### config.mk
export PLATFORM = sky130hd
export DESIGN_NAME = divide_flat
export DESIGN_NICKNAME = d
export VERILOG_FILES = /design/src/rtl/divide_if.sv /design/src/rtl/divide.sv /design/src/flat_wrapper.sv
export SDC_FILE = /design/constraint.sdc
export NUM_CORES = 1
export LEC_CHECK = 0
export BUFFER_PORTS_ARGS = -buffer_cell sky130_fd_sc_hd__buf_4
export CORE_MARGIN = 2
export CORE_UTILIZATION = 35
export CTS_CLUSTER_SIZE = 20
export DETAILED_ROUTE_END_ITERATION = 10
export GPL_TIMING_DRIVEN = 0
export PLACE_DENSITY = 0.53
export SYNTH_ARGS = -nofsm -noshare
export SYNTH_HDL_FRONTEND = slang
export SYNTH_SLANG_ARGS = --single-unit
### constraint.sdc
create_clock -name clk -period 1.9 [get_ports clk]
set_input_delay 0.095 -clock clk [delete_from_list [all_inputs] [get_ports clk]]
set_output_delay 0.095 -clock clk [all_outputs]
set_load 0.05 [all_outputs]
### src/rtl/divide_if.sv
// Handshake and operand/result bundle for the divide block.
// The master drives the request and the slave returns results.
interface divide_if #(
  parameter int unsigned N = 8
) ();
  logic           start;
  logic [2*N-1:0] c;
  logic [N-1:0]   b;
  logic [2*N-1:0] q;
  logic [N-1:0]   r;
  logic           busy;
  logic           done;
  logic           div_zero;

  modport master (
    output start, c, b,
    input  q, r, busy, done, div_zero
  );

  modport slave (
    input  start, c, b,
    output q, r, busy, done, div_zero
  );
endinterface

### src/rtl/divide.sv
// Sequential unsigned restoring divider: 2N-bit dividend by N-bit divisor,
// one quotient bit per cycle, MSB first, with divide-by-zero detection.
module divide #(
  parameter int unsigned N = 8
) (
  input logic     clk,
  input logic     rst_n,
  divide_if.slave bus
);

  localparam int unsigned CW = $clog2(2 * N);
  localparam logic [CW-1:0] LastCnt = CW'(2 * N - 1);

  typedef enum logic [1:0] {StIdle, StRun, StDone} state_e;

  state_e         state;
  logic [CW-1:0]  cnt;
  logic [2*N-1:0] dvd;
  logic [2*N-1:0] quo;
  logic [N:0]     rem;
  logic [N-1:0]   dvs;
  logic           zero_pend;

  logic [N:0]     shifted;
  logic [N:0]     diff;
  logic           fits;
  logic [N:0]     rem_nxt;
  logic [2*N-1:0] quo_nxt;

  // One restoring step: bring in the next dividend bit, keep the difference if it fits.
  always_comb begin
    shifted = {rem[N-1:0], dvd[2*N-1]};
    diff    = shifted - {1'b0, dvs};
    fits    = (shifted >= {1'b0, dvs});
    rem_nxt = fits ? diff : shifted;
    quo_nxt = {quo[2*N-2:0], fits};
  end

  always_ff @(posedge clk or negedge rst_n) begin
    if (!rst_n) begin
      state        <= StIdle;
      cnt          <= '0;
      dvd          <= '0;
      quo          <= '0;
      rem          <= '0;
      dvs          <= '0;
      zero_pend    <= 1'b0;
      bus.q        <= '0;
      bus.r        <= '0;
      bus.busy     <= 1'b0;
      bus.done     <= 1'b0;
      bus.div_zero <= 1'b0;
    end else begin
      bus.done <= 1'b0;
      case (state)
        StIdle, StDone: begin
          if (bus.start) begin
            dvd          <= bus.c;
            dvs          <= bus.b;
            cnt          <= '0;
            rem          <= '0;
            quo          <= '0;
            zero_pend    <= (bus.b == '0);
            bus.busy     <= (bus.b != '0);
            bus.div_zero <= 1'b0;
            state        <= StRun;
          end else begin
            state <= StIdle;
          end
        end
        StRun: begin
          if (zero_pend) begin
            // Divide by zero finishes on the first edge without iterating.
            zero_pend    <= 1'b0;
            bus.q        <= '1;
            bus.r        <= dvd[N-1:0];
            bus.div_zero <= 1'b1;
            bus.done     <= 1'b1;
            state        <= StDone;
          end else begin
            dvd <= dvd << 1;
            rem <= rem_nxt;
            quo <= quo_nxt;
            cnt <= cnt + 1'b1;
            if (cnt == LastCnt) begin
              bus.q    <= quo_nxt;
              bus.r    <= rem_nxt[N-1:0];
              bus.done <= 1'b1;
              bus.busy <= 1'b0;
              state    <= StDone;
            end
          end
        end
        default: state <= StIdle;
      endcase
    end
  end

endmodule

### src/flat_wrapper.sv
// flat-port wrapper written by rule: the top's interface ports become plain ports
module divide_flat 
#(
  parameter int unsigned N = 8
)
  (clk, rst_n, bus_start, bus_c, bus_b, bus_q, bus_r, bus_busy, bus_done, bus_div_zero);
  divide_if #(.N(N)) bus_i ();
  input logic clk;
  input logic rst_n;
  input wire logic [$bits(bus_i.start)-1:0] bus_start;
  input wire logic [$bits(bus_i.c)-1:0] bus_c;
  input wire logic [$bits(bus_i.b)-1:0] bus_b;
  output wire logic [$bits(bus_i.q)-1:0] bus_q;
  output wire logic [$bits(bus_i.r)-1:0] bus_r;
  output wire logic [$bits(bus_i.busy)-1:0] bus_busy;
  output wire logic [$bits(bus_i.done)-1:0] bus_done;
  output wire logic [$bits(bus_i.div_zero)-1:0] bus_div_zero;
  assign bus_i.start = bus_start;
  assign bus_i.c = bus_c;
  assign bus_i.b = bus_b;
  assign bus_q = bus_i.q;
  assign bus_r = bus_i.r;
  assign bus_busy = bus_i.busy;
  assign bus_done = bus_i.done;
  assign bus_div_zero = bus_i.div_zero;
  divide #(.N(N)) u_core (.clk(clk), .rst_n(rst_n), .bus(bus_i));
endmodule
# Word level (Yosys, flattened, before mapping)
# Index checks and enable logic that the tools add are counted.
# Widths: inputs -> output; s select.
# op_classes
add_sub_neg	2
magnitude_cmp	1
n_eq_ne	8
n_mux	33
reduce_logical	12
# op_table
cell	count
$mux 16	4
$mux 8	5
$pmux 16 s2	1
$mux 15	2
$pmux 15 s2	1
$pmux 8 s2	1
$mux 1	10
$ge 9x8->1	1
$logic_not 8->1	1
$mux 4	2
$pmux 4 s2	1
$reduce_bool 8->1	1
$sub 8x8->8	1
$pmux 1 s2	3
$reduce_and 2->1	3
$reduce_and 3->1	2
$add 4x1->4 const B	1
$eq 4x4->1 const B	1
$mux 2	2
$ne 2x1->1 const B	2
$ne 2x2->1 const B	2
$pmux 2 s2	1
$reduce_and 4->1	1
$reduce_bool 2->1	2
other kinds (5)	5
# word_totals
ff_bits	81
inputBits	27
output_inout_bits	27
wordCells	68

# Depth between registers and ports, before layout
# logic_depth
ltp_word	4
ltp_mapped	9
ltp_nobuf	9

# Least setup slack after synthesis
# Ideal clock, no wire load.
# synth_timing
path_kind	register to register
start	reg u_core.rem[3]
end	reg u_core.rem[2]
setup_ns	0.122
t_arrival_ns	1.922
t_required_ns	1.778
slack_ns	-0.143
stages_incl_launch_ff	7
n_path_buf	0
period_less_slack_ns	2.043
path_cell_list	dfrtp_1 ha_1 and2_4 a221oi_4 a31oi_1 or3_1 a32o_1
# synth_via
elab_chain_len	4
# synth_lines
element	line_no	rtl
from (decl)	divide.sv:20	logic [N:0] rem;
from (signal assigned)	divide.sv:82	rem <= rem_nxt;
$ge 9x8->1	divide.sv:34	fits = (shifted >= {1'b0, dvs});
$mux 8	divide.sv:35	rem_nxt = fits ? diff : shifted;
$mux 8	divide.sv:72	if (zero_pend) begin
$pmux 8 s2	divide.sv:55	case (state)
# Every way passes these cells. The select of a mux whose other input is x is not followed.
# A chain may end at the register's enable or synchronous reset.

# Worst setup path after layout
# Same ends and word-level chain as after synthesis.

==> metrics.cfg <==
[worst_setup_path]
cell_with_the_biggest_individual_delay_on_the_critical_path = sky130_fd_sc_hd__dfrtp_2
rr_worst_depth = 6
reg2reg_setup_slack_ns = -0.16
ff_to_ff_start = u_core.rem[3]
cp.arrival_ns = 2.31
cp-start-kind = flip-flop
crit_path_max_incr_delay_ns = 0.45
critPathTopFamily = compound AO/OA/AOI/OAI gates
crit_path_cell_trace = ha_4 > and2_4 > a221oi_4 > a31oi_4 > or3_1 > a32o_1
required_worst_endpoint_ns = 2.15
worst_setup_end_kind = flip-flop
cp_num_buf_inv = 0
critical_path_class = flip-flop to flip-flop
worstReg2RegEnd = u_core.rem[2]
critical_path.max_fanout = 4

[detailed_routing]
drt_iter0_markers = 221
drt_wl_total_mm = 10.7
remaining_drc_errors = 0
drt_pre_antenna_iters = 5
overall_via_count_from_detail_route = 3424
ant_nets = 0
routed_wl_per_cell_microns = 16.4
avg_vias_per_cell = 5.21

[layout]
layout.cells.most_common = sky130_fd_sc_hd__nand2_1
finish.net_count = 549
drive_above_1_share = 0.294
multiInputGateArea_sq_um = 1950
nFillCells = 1060
layout_overhead_on_the_synthesized_area_pct = 37.6
num_antenna_cells = 0
combined_flip_flop_and_latch_cell_area_sq_um = 2030
commonest_non_fill_non_tap_cells_in_the_layout = 84 x sky130_fd_sc_hd__nand2_1, 76 x sky130_fd_sc_hd__dfrtp_1, 68 x sky130_fd_sc_hd__buf_4

[cts]
clk_transition_reported_paths_ns = 0.09
h-tree-depth = 3
tritoncts = yes
clockBufferDepth = 2
worstSkewPairLatency_ns = 0.36
cts_root_buffer = sky130_fd_sc_hd__clkbuf_8
clock_sink_count = 81
number_of_buffers_added_by_the_clock_tree_synthesis_step = 9

[synthesis]
cell_variety_after_synth = 49
synthDominantAreaCellType = sky130_fd_sc_hd__dfrtp_1
synth.ff_latch_count = 81
synthesis.instances = 412
synth_top_flop_cell = sky130_fd_sc_hd__dfrtp_1
yosysTopAreaCellShare = 0.521
synth.top_cells.by_area = sky130_fd_sc_hd__dfrtp_1 52%, sky130_fd_sc_hd__nand2_1 8.4%, sky130_fd_sc_hd__o21ai_0 4.8%, sky130_fd_sc_hd__o22a_1 3.8%, sky130_fd_sc_hd__a31oi_1 3.7%
synth_seq_area_share = 0.521
number_of_flops_mapped_to_enable_cells_by_yosys = 0
post_synth.cell_area_avg_sq_um = 9.44
syn-cell-area_sq_um = 3890
synthArstFlopShare = 1.00
synth-warning-count = 0
synth.net_count = 449

[worst_hold_path]
min_delay_path_depth = 3
min_to = u_core.dvd[3]
timing.hold.worst.start = bus_c[3]
hp-class = input port to flip-flop

[grt]
global_route.peak_usage_layer = met2
grtUsageMet1 = 0.272
grt_util_met3 = 0.0285
grt.overflow.total = 0
number_of_global_route_vias_before_repair = 3335
grtUsageTotal = 0.189
grt_util_met2 = 0.295
first_pass_grt_wire_length_mm = 17.4
antenna_violations_before_repair = 0
grt_start_max_net_pins = 82

[timing]
setup-violations-final = 17
post_route_minimum_period_ns = 2.06
slew_violations = 0
worst_slew_pin_slew_ns = 1.04
setup_slack_ns = -0.160
timing.fmax_mhz = 486
tns_ns = -1.71
skew_ns = 0.0129
rsz_0062_raised_after_global_routing = yes
final-hold-violation-count = 0
min_period_over_period = 1.08
slew_headroom = 0.307

[status]
outcome = complete, but fails checks
failed_checks = negative setup slack

[flow_run]
maxCapViolCount = 0

[floorplan]
die_area_sq_um = 12000
die_y_microns = 109
fp.dieW_microns = 109
core_area_sq_um = 10800
initial_utilization = 0.359
core.rowCount = 38
io-pin-count = 54

[pwr]
power.total_uw = 11500
lkg_pwr_uw = 0.00234
power.ir.vdd_worst_uv = 889
pwr_cell_area_nw_per_um2 = 2160

[placed_design]
detailed_place_hpwl_mm = 7.22
finalWeightedCongestion = 0.817
io_buffers = 53

[cell type report]
class / count / area share
Sequential cell: 81 / 0.380
Tap cell: 140 / 0.0327
Multi-Input combinational cell: 290 / 0.365
Clock buffer: 12 / 0.0253
Inverter: 13 / 0.00959
Clock inverter: 4 / 0.0143
Buffer: 25 / 0.0267
Timing Repair Buffer: 92 / 0.146
[logic make-up (layout without fill, tap and decap cells)]
logic type,after synthesis,in the layout,synth area share
DFF,81,81,0.521
and+or+nand+nor,155,155,0.178
xor gates and xnor gates,6,6,0.0135
buffers and inverters,41,146,0.0422
adders and majority gates,10,10,0.0341
AOI/OAI and AO/OA,119,119,0.210
[cells in the mapped netlist (3+ instances only)]
cell and n:
sky130_fd_sc_hd__a21oi_1 5, sky130_fd_sc_hd__a31oi_1 23, sky130_fd_sc_hd__a32o_1 3, sky130_fd_sc_hd__buf_1 3, sky130_fd_sc_hd__clkbuf_1 21, sky130_fd_sc_hd__dfrtp_1 81
sky130_fd_sc_hd__ha_1 9, sky130_fd_sc_hd__inv_1 13, sky130_fd_sc_hd__nand2_1 87, sky130_fd_sc_hd__nand2b_1 4, sky130_fd_sc_hd__nand3_1 12, sky130_fd_sc_hd__nand4_1 6
sky130_fd_sc_hd__nor2_1 24, sky130_fd_sc_hd__nor2b_1 4, sky130_fd_sc_hd__nor3b_1 4, sky130_fd_sc_hd__nor4_1 3, sky130_fd_sc_hd__o211ai_1 5, sky130_fd_sc_hd__o21ai_0 37
sky130_fd_sc_hd__o22a_1 17, sky130_fd_sc_hd__o22ai_1 6, sky130_fd_sc_hd__o31ai_1 3, sky130_fd_sc_hd__xnor2_1 3, sky130_fd_sc_hd__xor2_1 3
[power breakdown]
group / switching [uW] / leakage, uW / internal, uW
clock: 636 / 0.000101 / 748
sequential: 623 / 0.000990 / 2550
combinational: 3890 / 0.00125 / 3100
[worst min-delay path, delay by kind of cell]
kind                   cells  cell delay [ns]
buffers and inverters      1             0.11
AO/OA/AOI/OAI              1             0.08
AND/OR/NAND/NOR            1             0.05
[worst max-delay path by stage]
stage | slack, ns | from | to | cells past startpoint
floorplan | -0.005 | u_core.rem[3] | u_core.rem[2] | 6
finish | -0.16 | u_core.rem[3] | u_core.rem[2] | 6
detailed placement | -0.43 | u_core.dvd[15] | u_core.bus.r[4] | 9
global route | -0.25 | u_core.dvd[15] | u_core.bus.r[4] | 9
global placement | -0.33 | u_core.dvd[15] | u_core.bus.r[6] | 9
CTS | -0.20 | u_core.dvd[15] | u_core.bus.r[4] | 9
[state kept, by name (all words and copies together) (netlist names)]
| name | flops |
|---|---|
| u_core.dvs | 8 |
| u_core.state | 2 |
| u_core.zero_pend | 1 |
| u_core.cnt | 4 |
| u_core.bus.q | 16 |
| u_core.bus.div_zero | 1 |
| u_core.bus.done | 1 |
| u_core.dvd | 16 |
| u_core.quo | 15 |
| u_core.rem | 8 |
| u_core.bus.busy | 1 |
| u_core.bus.r | 8 |
[stage by stage]
stage | worst slack, ns | cell area (sq um) | hold slack [ns] | utilization | cells
2_1_floorplan | -0.00492 | 3930 | -0.201 | - | 412
3_3_place_gp | -0.332 | 4500 | 0.309 | 0.415 | 605
3_5_place_dp | -0.434 | 4500 | 0.309 | 0.415 | 605
4_1_cts | -0.203 | 5110 | 0.0000967 | 0.471 | 646
5_1_grt | -0.252 | 5350 | 0.00509 | 0.494 | 657
6_report | -0.160 | 5350 | 0.0102 | 0.494 | 657
[per-layer routing]
metal / vias up / share of wire
met3: 8 / 0.042
met5: - / 0
met1: 1672 / 0.49
met2: 81 / 0.46
met4: 0 / 0.010
li1: 1663 / -
[repair_timing]
| item | 4_1_cts | 5_1_grt |
|---|---|---|
| setup buffers | 11 | 9 |
| setup endpoints to repair | 31 | 44 |
| hold endpoints to repair | 95 | 1 |
| hold buffers | 15 | 1 |
| gates resized for setup | 40 | 41 |
| pin swaps | 16 | 23 |
| cloned | 1 | 2 |
No activity file was read; power rests on OpenSTA's default activity.
